==> src/rtl/simon_decrypt.sv <==
// Iterative Simon 32/64 decryption core: one Feistel round per clock, round keys
// applied from key ROUNDS-1 down to key 0, plaintext returned over valid/ready.
module simon_decrypt #(
    parameter int WORD   = 16,
    parameter int ROUNDS = 32
) (
    input  logic               clk,
    input  logic               rst,
    input  logic [32*WORD-1:0] key_total,
    input  logic               key_valid,
    input  logic               in_valid,
    output logic               in_ready,
    input  logic [2*WORD-1:0]  ct_in,
    output logic               out_valid,
    input  logic               out_ready,
    output logic [2*WORD-1:0]  pt_out,
    output logic               busy
);

    typedef enum logic [1:0] {IDLE, RUN, DONE} state_t;

    localparam logic [4:0] LAST = 5'(ROUNDS - 1);

    state_t                      state_q, state_d;
    logic [WORD-1:0]             x_q, x_d, y_q, y_d;
    logic [4:0]                  idx_q, idx_d;
    logic                        ov_q, ov_d;
    logic [31:0][WORD-1:0]       keys;

    for (genvar i = 0; i < 32; i++) begin : g_keys
        assign keys[i] = key_total[WORD*i +: WORD];
    end

    function automatic logic [WORD-1:0] rotl(input logic [WORD-1:0] v, input int s);
        return (v << s) | (v >> (WORD - s));
    endfunction

    function automatic logic [WORD-1:0] simon_f(input logic [WORD-1:0] v);
        return (rotl(v, 1) & rotl(v, 8)) ^ rotl(v, 2);
    endfunction

    // rst term keeps in_ready low for the whole reset window, not just after it
    assign in_ready  = rst && (state_q == IDLE) && key_valid;
    assign busy      = (state_q == RUN);
    assign out_valid = ov_q;
    assign pt_out    = {x_q, y_q};

    always_comb begin
        state_d = state_q;
        x_d     = x_q;
        y_d     = y_q;
        idx_d   = idx_q;
        ov_d    = ov_q;
        case (state_q)
            IDLE: begin
                if (in_valid && in_ready) begin
                    x_d     = ct_in[2*WORD-1:WORD];
                    y_d     = ct_in[WORD-1:0];
                    idx_d   = LAST;
                    state_d = RUN;
                end
            end
            RUN: begin
                x_d = y_q;
                y_d = x_q ^ simon_f(y_q) ^ keys[idx_q];
                if (idx_q == 5'd0) begin
                    state_d = DONE;
                    ov_d    = 1'b1;
                end else begin
                    idx_d = idx_q - 5'd1;
                end
            end
            DONE: begin
                if (ov_q && out_ready) begin
                    ov_d    = 1'b0;
                    state_d = IDLE;
                end
            end
            default: state_d = IDLE;
        endcase
    end

    always_ff @(posedge clk or negedge rst) begin
        if (!rst) begin
            state_q <= IDLE;
            x_q     <= '0;
            y_q     <= '0;
            idx_q   <= '0;
            ov_q    <= 1'b0;
        end else begin
            state_q <= state_d;
            x_q     <= x_d;
            y_q     <= y_d;
            idx_q   <= idx_d;
            ov_q    <= ov_d;
        end
    end

endmodule

==> config.mk <==
export PLATFORM = sky130hd
export DESIGN_NAME = simon_decrypt
export DESIGN_NICKNAME = d
export VERILOG_FILES = /design/src/rtl/simon_decrypt.sv
export SDC_FILE = /design/constraint.sdc
export NUM_CORES = 1
export LEC_CHECK = 0
export ABC_AREA = 1
export BUFFER_PORTS_ARGS = -buffer_cell sky130_fd_sc_hd__buf_4
export CAP_MARGIN = 20
export CORE_AREA = 2 2 226 228
export CTS_BUF_LIST = sky130_fd_sc_hd__clkbuf_4 sky130_fd_sc_hd__clkbuf_8
export CTS_CLUSTER_SIZE = 30
export DETAILED_ROUTE_END_ITERATION = 16
export DIE_AREA = 0 0 228 230
export GPL_ROUTABILITY_DRIVEN = 0
export GPL_TIMING_DRIVEN = 0
export PLACE_DENSITY = 0.4
export SLEW_MARGIN = 10
export SYNTH_ARGS = -nofsm -noshare
export SYNTH_HDL_FRONTEND = slang
export SYNTH_SLANG_ARGS = --single-unit
==> constraint.sdc <==
create_clock -name clk -period 2.4 [get_ports clk]
set_input_delay 0.12 -clock clk [delete_from_list [all_inputs] [get_ports clk]]
set_output_delay 0.12 -clock clk [all_outputs]
set_load 0.01 [all_outputs]
==> impl_metrics.ini, run 1 <==
[route]
vias = 12664
drc_errors = 0
drtIter0Drc = 793
via_per_inst = 4.38
first_pass_iters = 5
ant_nets = 0
wl_per_cell_um = 22.6
finalWirelength_mm = 65.4

[pwr]
p_seq_frac = 0.096
clkPwrFrac = 0.040
p_int_uw = 6330
ir_drop_mv = 0.517
powerDensity_mw_per_mm2 = 1250
p_leak_uw = 0.00726
p_sw_frac = 0.624
pwr-share-comb = 0.864
netSwitchingPower_uw = 10500

[timing]
finalCriticalPeriod_ns = 2.31
worstMarginPinSlew_ns = 0.695
fin_ws_ns = 0.0931
finalSetupViolCount = 0
relSlewSlack = 0.537
slew_viol_final = 0
skew_ns = 0.00729
fmax_mhz = 433
hold_viol = 0
finalCritPeriodShare = 0.961

[clock_tree]
clkTransAtPathRegs_ns = 0.10
cts_buffers = 5
cts_sinks = 40
cts_buffer_depth = 2
clk_latency_ns = 0.32
cts-root-buf = clkbuf_8
cts_tree = done
htreeDepth = 2

[setup_path]
rr_worst_depth = 12
end_kind = flip-flop
cp_max_fo = 10
cp-start-kind = flip-flop
required_ns = 2.63
cp.arrival_ns = 2.53
worst-setup-path-type = flip-flop to flip-flop

[status]
outcome = completed

[grt]
antenna_found_initial = 10
grt_usage = 0.238
grt_pass1_vias = 12843
grt-ovfl-total = 0
grt_pass1_wl_mm = 90.5
grt_max_degree = 41

[place]
io_buffers = 583
dpl_cell_area_sq_mm = 0.0130
place_ws_ns = -0.722
hpwl_mm = 55.2

[hold_path]
min_path_cells = 3
hold_path.class = input port to flip-flop

[synth]
ys_seq_elements = 40
yosysWarnings = 0
synth_fp_nets = 2170
synth_cells = 1620
synth-seq-area-share = 0.128
synth.avg_cell_area_sq_um = 4.82
synthDistinctLibCells = 26
netlist_area_sq_mm = 0.00781

[layout]
nets = 2765
syn2layout_area_growth_pct = 72.5
design_area_sq_mm = 0.0135
drive_above_1_share = 0.321

[floorplanning]
rows = 82
ios = 584
die_w_um = 228
core_area_sq_mm = 0.0499
die_y_um = 230
initial_core_util = 0.157
die_area_sq_mm = 0.0524

[run]
maxCapViolCount = 0
-- worst max-delay path, cell delays in order, from the launching register on --
cell and delay [ns]:
dfrtp_1 0.35, buf_6 0.20, buf_6 0.23, buf_2 0.28, nor2_1 0.07, o21ai_0 0.10, nand3_1 0.12, nand3_1 0.22
nand2_1 0.24, nand3_1 0.15, nand3_1 0.10, nand2_1 0.08, nand2_1 0.05
-- cell type report --
class	count	area [sq um]
well taps	672	841
flip-flops and latches	40	1000
diodes	3	7.51
clock inverters	1	30.0
plain buffers	113	683
repair buffers	588	4450
clock buffers	7	96.3
inverters	125	472
fillers	5943	36400
multi-input cells	1342	5900
-- synth_stat cells --
| library cell | number | area, sq um |
|---|---|---|
| o211ai_1 | 14 | 105 |
| dfrtp_1 | 40 | 1000 |
| buf_2 | 48 | 240 |
| clkbuf_1 | 42 | 158 |
| nor2_1 | 379 | 1420 |
| o21ai_0 | 144 | 721 |
| inv_2 | 5 | 18.8 |
| o21ai_1 | 20 | 100 |
| inv_1 | 119 | 447 |
| or2_1 | 2 | 12.5 |
| buf_6 | 4 | 45.0 |
| nor2_2 | 2 | 12.5 |
| a31oi_1 | 1 | 6.26 |
| nor3_2 | 1 | 10.0 |
| buf_4 | 9 | 67.6 |
| nor3_1 | 2 | 10.0 |
| ha_1 | 1 | 12.5 |
| xor2_1 | 16 | 140 |
| o22ai_1 | 4 | 25.0 |
| nand3_1 | 206 | 1030 |
| buf_1 | 10 | 37.5 |
| o21bai_1 | 1 | 7.51 |
| clkinv_1 | 1 | 3.75 |
| nand2_1 | 503 | 1890 |
| xnor2_1 | 16 | 140 |
| a21oi_1 | 30 | 150 |
-- placed cells by master (no fill, tap or decap), types with 3 or more instances in the layout --
cell and instances:
a21oi_1 30, buf_1 9, buf_2 28, buf_4 599
buf_6 12, clkbuf_1 17, clkbuf_2 17, clkbuf_4 16
clkbuf_8 7, dfrtp_1 40, diode_2 3, inv_1 118
inv_2 5, nand2_1 495, nand2_2 6, nand3_1 201
nand3_2 5, nor2_1 375, nor2_2 3, nor2_4 3
o211ai_1 14, o21ai_0 139, o21ai_1 23, o22ai_1 4
xnor2_1 16, xor2_1 16
-- flip-flops by register name (all words and copies together) (netlist names) --
signal and count:
idx_q 5, out_valid 1, state_q 2, x_q 16, y_q 16
-- final timing paths --
check / to / slack, ns / from
setup / recovery: y_q[4]$_DFFE_PN0P_ / 0.09 / idx_q[1]$_DFFE_PN0P_
hold / removal: x_q[6]$_DFFE_PN0P_ / 0.04 / ct_in[22]
setup reg to reg: y_q[4]$_DFFE_PN0P_ / 0.09 / idx_q[1]$_DFFE_PN0P_
hold reg to reg: x_q[12]$_DFFE_PN0P_ / 0.55 / x_q[12]$_DFFE_PN0P_
max in group asynchronous: idx_q[4]$_DFFE_PN0P_ / 1.85 / rst
min in group asynchronous: y_q[2]$_DFFE_PN0P_ / 0.34 / rst
-- routing by layer --
layer | global-route usage | wire [um] | up-vias
met4 | 0.0578 | 1470 | 12
met2 | 0.419 | 32000 | 429
met3 | 0.0543 | 4040 | 58
li1 | - | - | 6288
met5 | 0 | 70 | -
met1 | 0.292 | 27800 | 5877
-- logic make-up after synthesis --
kind of cell,synth area share
buf+inv,0.130
flops,0.128
simple gates,0.561
xor+xnor,0.0359
fa+ha+maj,0.00160
compound gates,0.143
-- metrics by stage --
step                TNS (ns)  utilization  total power (uW)  std cells  hold WS [ns]
finish                     0        0.270             16800       2891        0.0374
global route         -0.0110        0.270             18500       2891        0.0318
CTS                        0        0.267             16800       2886        0.0165
detailed placement    -10.73        0.261             15900       2875         0.166
global placement      -11.07        0.261             15800       2875         0.165
floorplan                  0            -              9630       1620        -0.176
-- repair_timing --
action                                  in CTS  in global routing
gates resized for setup                     57                 52
pin swaps                                    2                  0
hold endpoints to repair                    40                  0
endpoints found under the setup margin      24                 19
hold buffers                                 2                  0
setup buffers                                1                  2
-- power by group through the flow --
stage / Clock (uW) / Sequential, uW / Combinational, uW
3_5_place_dp: 0 / 1620 / 14200
5_1_grt: 705 / 1670 / 16100
3_3_place_gp: 0 / 1630 / 14200
4_1_cts: 690 / 1620 / 14500
2_1_floorplan: 0 / 1520 / 8100
6_report: 666 / 1620 / 14600
Power figures use the tool's default switching activity.
==> inputs of run 2 (changes only) <==
- ABC_AREA: 1 -> unset
- CORE_AREA: 2 2 226 228 -> 2 2 229 231
- DIE_AREA: 0 0 228 230 -> 0 0 231 233
- PLACE_DENSITY: 0.4 -> 0.37
==> impl_metrics.ini, run 2 <==
[setup_path]
cp_slowest_cell = mux4_1
r2r_start = idx_q[1]$_DFFE_PN0P_
cp_cell_sequence = buf_12, buf_12, mux4_1, a22o_1, a221oi_4, a22oi_2, xnor2_1, a21oi_1
reg2reg_slack_ns = -0.08
rr_worst_depth = 8
critPathMaxStageDelay_ns = 0.58
cp-start-kind = flip-flop
cp.arrival_ns = 2.66
worst-setup-path-type = flip-flop to flip-flop
worstReg2RegEnd = y_q[6]$_DFFE_PN0P_
cpMostUsedCell = buf_12
cp_max_fo = 11
required_ns = 2.59
end_kind = flip-flop
path_buf_inv = 2
path_delay_family = compound AO/OA/AOI/OAI gates

[pwr]
pwr-share-comb = 0.852
powerDensity_mw_per_mm2 = 1190
p_seq_frac = 0.108
p_leak_uw = 0.00563
power_uw = 15200
ir_drop_mv = 0.410
netSwitchingPower_uw = 7480
p_sw_frac = 0.493
p_int_uw = 7700
clkPwrFrac = 0.040

[hold_path]
min_path_cells = 3
min-delay-start = ct_in[25]
hold_end = x_q[9]$_DFFE_PN0P_
hold_path.class = input port to flip-flop

[layout]
layout_commonest_cell = buf_4
fillers = 5626
syn2layout_area_growth_pct = 97.5
top_regs = x_q: 16 flops, y_q: 16 flops, idx_q: 5 flops
drive_above_1_share = 0.715
nets = 1752
layout_common_cells = buf_4 (611), mux4_2 (102), nand2_1 (87)

[grt]
grt_max_degree = 41
antenna_found_initial = 16
grt_usage = 0.196
grt-ovfl-total = 0
grt_pass1_wl_mm = 73.0
grt_pass1_vias = 9048

[synth]
synth_most_common_cell = mux4_2
synth.largest_area_cell = mux4_2
synth-edff-count = 0
synth_cells = 587
synth-seq-area-share = 0.155
synth_fp_nets = 1137
synthDistinctLibCells = 44
ys.flop_type = dfrtp_1
async_flop_share = 1.00
synth.avg_cell_area_sq_um = 11.0
yosysTopAreaCellShare = 0.346
yosysWarnings = 0
netlist_area_sq_mm = 0.00645
ys_seq_elements = 40
synth_commonest_cells = mux4_2 (99), nand2_1 (88), dfrtp_1 (40)
synth_area_leaders = mux4_2 (35%), dfrtp_1 (16%), mux2_2 (6.5%)

[timing]
skew_ns = 0.00777
finalCritPeriodShare = 1.03
finalCriticalPeriod_ns = 2.48
fmax_mhz = 404
hold_viol = 0
worstMarginPinSlew_ns = 0.701
finalSetupTns_ns = -0.205
fin_ws_ns = -0.0772
rsz0062_at_grt = true
finalSetupViolCount = 4
relSlewSlack = 0.533
worst_hold_slack_ns = 0.0120
slew_viol_final = 0

[route]
drc_errors = 0
wl_per_cell_um = 28.7
drtIter0Drc = 435
vias = 8024
via_per_inst = 4.25
first_pass_iters = 4
finalWirelength_mm = 54.3
ant_nets = 0

[clock_tree]
cts_tree = done
cts_buffers = 5
cts_sinks = 40
htreeDepth = 2
clk_latency_ns = 0.32
cts-root-buf = clkbuf_8
clkTransAtPathRegs_ns = 0.09
cts_buffer_depth = 2

[run]
maxCapViolCount = 0

[floorplanning]
ios = 584
core_area_sq_mm = 0.0511
die_y_um = 233
die_area_sq_mm = 0.0538
initial_core_util = 0.126
die_w_um = 231
rows = 83

[status]
outcome = finished, violations left
violations = negative setup slack

[place]
hpwl_mm = 47.1
io_buffers = 583
==> run 2: changes by cell type after synthesis, sizes merged, moves of 16 or more <==
cell / previous run / this run
clkbuf: 42 / 22
xnor2: 16 / 35
nand3: 206 / 4
nor2: 381 / 13
o21ai: 164 / 1
mux4: 0 / 109
nand2: 503 / 88
inv: 124 / 3
mux2: 0 / 38
a22oi: 0 / 34
buf: 71 / 42
and3: 0 / 16
==> run 2: how the worst max path moves through the flow <==
stage,startpoint,to,slack [ns],cells after the start
floorplan,idx_q[1]$_DFFE_PN0P_,y_q[10]$_DFFE_PN0P_,0.34,8
global placement,idx_q[2]$_DFFE_PN0P_,y_q[12]$_DFFE_PN0P_,-0.98,7
detailed placement,idx_q[4]$_DFFE_PN0P_,y_q[12]$_DFFE_PN0P_,-0.99,8
CTS,idx_q[1]$_DFFE_PN0P_,y_q[6]$_DFFE_PN0P_,-0.08,8
global route,idx_q[1]$_DFFE_PN0P_,y_q[6]$_DFFE_PN0P_,-0.15,8
finish,idx_q[1]$_DFFE_PN0P_,y_q[6]$_DFFE_PN0P_,-0.08,8
==> run 2: cell type report <==
cell class	count	area [sq um]	area share
multi-input cells	480	5480	0.431
clock buffers	5	68.8	0.00540
well taps	680	851	0.0668
clock inverters	3	42.5	0.00334
plain buffers	64	621	0.0487
diodes	7	17.5	0.00138
inverters	3	15.0	0.00118
flip-flops and latches	40	1000	0.0787
repair buffers	608	4640	0.364
==> run 2: logic make-up after synthesis <==
kind of cell,share of synthesized area
AOI/OAI and AO/OA,0.151
adders and majority gates,0.00194
DFF,0.155
and+or+nand+nor,0.103
muxes,0.455
xor gates and xnor gates,0.0679
buffers and inverters,0.0661
==> run 2: metal layers <==
metal	vias up	routed length, um	track usage
met5	-	109	0
met4	18	497	0.0274
met3	34	3780	0.0458
met2	359	27600	0.351
met1	3986	22300	0.242
li1	3627	-	-
==> run 2: stage by stage <==
step,instance area (sq um),instances,utilization,setup WS [ns]
after CTS,12500,1873,0.244,-0.0756
after floorplan,6450,587,-,0.339
after detailed placement,11700,1850,0.229,-0.988
after global placement,11700,1850,0.229,-0.976
after global routing,12700,1887,0.249,-0.149
final,12700,1890,0.249,-0.0772
==> run 2: tightest hold or removal path, stage by stage <==
cell and delay, ns:
buf_4 0.08, a22oi_1 0.06, nand2_1 0.06
==> run 2: what timing repair did <==
action / in CTS / in global routing
cloned: 0 / 1
hold endpoints to repair: 48 / 0
gates resized for setup: 120 / 26
pin swaps: 28 / 17
setup endpoints to repair: 31 / 29
hold buffers: 10 / 0
setup buffers: 5 / 9
==> run 2: power by group through the flow <==
stage	sequential, uW	combinational [uW]	clock [uW]
2_1_floorplan	1540	6880	0
3_3_place_gp	1650	11300	0
3_5_place_dp	1650	11300	0
4_1_cts	1650	12800	626
5_1_grt	1710	13900	640
6_report	1640	12900	608
